[src/rtl/cdc_pulse_rx.sv]
// Receive side of a toggle-based pulse synchronizer: turns each req_tgl level change
// into a pending event, returns ack_tgl to the sender and counts undelivered events.
module cdc_pulse_rx #(
    parameter int SYNC_STAGES = 2,
    parameter int CNT_W       = 4
) (
    input  logic             clk,
    input  logic             rst,
    input  logic             req_tgl,
    output logic             ack_tgl,
    output logic             out_valid,
    input  logic             out_ready,
    output logic [CNT_W-1:0] pend_cnt,
    output logic             ovf,
    input  logic             ovf_clr
);

    localparam logic [CNT_W-1:0] CNT_MAX = '1;

    logic [SYNC_STAGES-1:0] sync_q, sync_d;
    logic                   req_d_q, req_d_d;
    logic [CNT_W-1:0]       pend_cnt_q, pend_cnt_d;
    logic                   ovf_q, ovf_d;
    logic                   evt, consume, drop;

    // Saturating pending-count update; a simultaneous event and consume cancel out.
    function automatic logic [CNT_W-1:0] next_cnt(
        input logic [CNT_W-1:0] cnt,
        input logic             ev,
        input logic             cons
    );
        logic [CNT_W-1:0] res;
        res = cnt;
        if (ev && !cons && (cnt != CNT_MAX)) begin
            res = cnt + CNT_W'(1);
        end else if (cons && !ev) begin
            res = cnt - CNT_W'(1);
        end
        return res;
    endfunction

    always_comb begin
        sync_d     = {sync_q[SYNC_STAGES-2:0], req_tgl};
        req_d_d    = sync_q[SYNC_STAGES-1];
        evt        = sync_q[SYNC_STAGES-1] ^ req_d_q;
        consume    = out_valid && out_ready;
        drop       = evt && !consume && (pend_cnt_q == CNT_MAX);
        pend_cnt_d = next_cnt(pend_cnt_q, evt, consume);
        ovf_d      = drop || (ovf_q && !ovf_clr);
    end

    always_ff @(posedge clk) begin
        if (rst) begin
            sync_q     <= '0;
            req_d_q    <= 1'b0;
            pend_cnt_q <= '0;
            ovf_q      <= 1'b0;
        end else begin
            sync_q     <= sync_d;
            req_d_q    <= req_d_d;
            pend_cnt_q <= pend_cnt_d;
            ovf_q      <= ovf_d;
        end
    end

    // ack follows req_d so it toggles on the edge that counts the event, dropped or not.
    assign ack_tgl   = req_d_q;
    assign out_valid = (pend_cnt_q != '0);
    assign pend_cnt  = pend_cnt_q;
    assign ovf       = ovf_q;

endmodule

[config.mk]
export PLATFORM = sky130hd
export DESIGN_NAME = cdc_pulse_rx
export DESIGN_NICKNAME = d
export VERILOG_FILES = /design/src/rtl/cdc_pulse_rx.sv
export SDC_FILE = /design/constraint.sdc
export NUM_CORES = 1
export LEC_CHECK = 0
export ABC_AREA = 1
export CAP_MARGIN = 20
export CORE_AREA = 2 2 39 41
export CTS_CLUSTER_DIAMETER = 100
export DETAILED_ROUTE_END_ITERATION = 10
export DIE_AREA = 0 0 41 43
export SLEW_MARGIN = 20
export SYNTH_ARGS = -nofsm -noshare
export SYNTH_HDL_FRONTEND = slang
export SYNTH_SLANG_ARGS = --single-unit
export TNS_END_PERCENT = 5
[constraint.sdc]
create_clock -name clk -period 2.07 [get_ports clk]
set_clock_uncertainty 0.2 [all_clocks]
set_input_delay 0.5175 -clock clk [delete_from_list [all_inputs] [get_ports clk]]
set_output_delay 0.5175 -clock clk [all_outputs]
set_load 0.03 [all_outputs]
==> results.txt <==
Final period util - 98.7%
most common cell in the synthesized netlist - nand2_1
nature of the critical path startpoint - flip-flop
vias - 425
TritonCTS clock tree - built
footprint of the multi-input gates - 273 sq um
# setup viols final - 0
worst-path cell with the longest stage delay - clkdlybuf4s50_1
cell count after synthesis - 57
Seq. cell area - 166 sq um
PnR worst setup slack - 0.0279 ns
RSZ-0062 raised after global routing - yes
Most used DFF post-synth - dfxtp_1
Yosys top cell by area - dfxtp_1
CP cell instances - clkdlybuf4s50_1
DP HPWL - 706 um
clock latency on the worst-skew pair - 0.25 ns
Initial Util - 32.6%
leakage power - 0.313 nW
CP top delay family - buffers and inverters
Yosys reg bits - 8
Max Cap Violations - 0
layout cells sized above 1 - 33.8%
critical path class - reg -> out
pwr dens - 1270 nW/um^2
Hold Vio Cnt, Final - 0
P&R area growth vs syn - 48.2%
full die area - 1760 sq um
time the worst path needs with I/O delays and setup - 2.04 ns
post-route insts no fill - 93
Routed Antenna Nets - 0
CP max stage delay - 0.69 ns
I/O Buffers - 11
first-pass GRT wire length - 1440 um
Post-CTS Setup Bufs - 0
DIE HEIGHT - 43 um
FP Rows - 14
Placer Congestion - 0.698
GRT Util Overall - 12.0%
IO Pins - 12
Yosys top cell area share - 35.5%
synth top area cells - dfxtp_1 35%, nand2_1 7.5%, nor2_1 6.6%
Max Clock Freq - 0.490 GHz
# clock sinks - 8
die width - 41 um
grt total ovfl - 0
pin count of the biggest net entering global routing - 8
CTS root buf - clkbuf_4
Mapped Area - 452 sq um
number of synthesized flops with an enable pin - 0
DRC viols - 0
worst path required time - 1.35 ns
CTS Buffer Depth - 2
Buf+Inv Stages, Crit Path - 1
Post-Syn Area per Cell - 7.92 sq um
WP depth - 1
vias in the first global route - 375
status - completed
Via-to-Cell Ratio - 4.57
initial antenna violation count - 0
Crit path arrival time - 1.32 ns
ys async rst share - 0%
Syn Nets - 65
DR pass1 iterations - 3
placed insts - 90
antenna cells - 0
Synth Warn # - 0
CTS Buf Count - 3
Rel. slew slack - 78.9%
Nets - 87
Reg clk slew, reported paths - 0.05 ns
crit end category - output pin
cells on worst reg2reg path - 10
fin. max-slew vios - 0
htree depth - 1
transition time of the tightest slew-check pin - 0.316 ns
maximum vdd drop - 0.000508 V
WL/cell - 9.30 um
register area share after synthesis - 35.5%
core outline area - 1380 sq um
Hold Crit Class - reg -> reg
Post-Route WL - 865 um
Filler cells - 139
initial DRC count - 3
hold depth - 2
DP Worst Slack - -0.344 ns
Crit Path Max Fanout - 5
count of cell types in the netlist - 20
top cells by count, synth - 9 x nand2_1, 8 x dfxtp_1, 8 x nor2_1
## worst reg2reg max path: stages (launching register included)
cell     delay, ns
dfxtp_2       0.35
nor2_1        0.12
nand2_2       0.10
nand2_4       0.08
nand3_4       0.09
ha_1          0.28
nand3_1       0.09
nor2b_2       0.15
nand4_1       0.11
a21oi_1       0.16
nor2_1        0.05
## cell usage in the layout (no fill, tap or decap), types with 2 or more instances in the layout
cell type	n
nand3_1	3
nand2_1	9
dlygate4sd2_1	3
dfxtp_2	5
o21ai_1	2
a21oi_1	3
inv_2	3
clkbuf_4	3
buf_4	6
clkdlybuf4s50_1	7
dfxtp_1	3
nor2_1	8
nand4_1	2
inv_1	6
nand2_4	2
## state kept, by name, indices dropped and copies added (netlist names)
register / count
pend_cnt: 4
ovf: 1
sync_q: 2
ack_tgl: 1
## power by group
| part | switching [mW] | internal, mW | total [mW] | leakage [nW] |
|---|---|---|---|---|
| combinational | 0.282 | 0.214 | 0.496 | 0.232 |
| sequential | 0.0452 | 0.193 | 0.238 | 0.0676 |
| clock | 0.0510 | 0.0662 | 0.117 | 0.0138 |
| total | 0.378 | 0.473 | 0.851 | 0.313 |
## layer usage
layer,global-route usage [%],wire length (um)
met5,0,0
met4,6.00,0
met2,18.4,436
met1,14.8,417
met3,3.14,12
## kinds of logic after synthesis
logic type / after synthesis / share of synthesized area [%]
xor gates and xnor gates: 1 / 1.94
DFF: 8 / 35.5
AOI/OAI and AO/OA: 7 / 9.42
buffers and inverters: 9 / 7.48
and+or+nand+nor: 29 / 35.7
adders and majority gates: 3 / 9.97
## path summary, 6_finish.rpt
check	startpoint	endpoint	slack, ns
hold / removal	sync_q[0]	sync_q[1]	0.21
setup reg to reg	pend_cnt[2]	pend_cnt[3]	0.17
hold reg to reg	sync_q[0]	sync_q[1]	0.21
setup / recovery	pend_cnt[2]	pend_cnt[2]	0.03
## stage by stage
stage / setup TNS, ns / power, mW / utilization [%] / cell area, sq um / hold slack [ns]
2_1_floorplan: 0 / 0.553 / - / 458 / 0.188
3_3_place_gp: -0.745 / 0.732 / 45.8 / 633 / 0.196
3_5_place_dp: -0.773 / 0.738 / 45.8 / 633 / 0.208
4_1_cts: 0 / 0.839 / 47.1 / 652 / 0.217
5_1_grt: -0.0221 / 0.932 / 48.4 / 669 / 0.232
6_report: 0 / 0.851 / 48.4 / 669 / 0.210
## what timing repair did
action                                 in CTS  in global routing
hold buffers                                0                  0
gates resized for setup                     3                  4
endpoints found under the hold margin       0                  0
setup endpoints to repair                   4                  2
## area by class of cell
class	count	share of cell area (%)
inverters	9	5.05
flip-flops and latches	8	24.9
well taps	16	2.99
clock buffers	3	3.36
multi-input cells	40	40.7
repair buffers	17	23.0
Power figures use the tool's default switching activity.
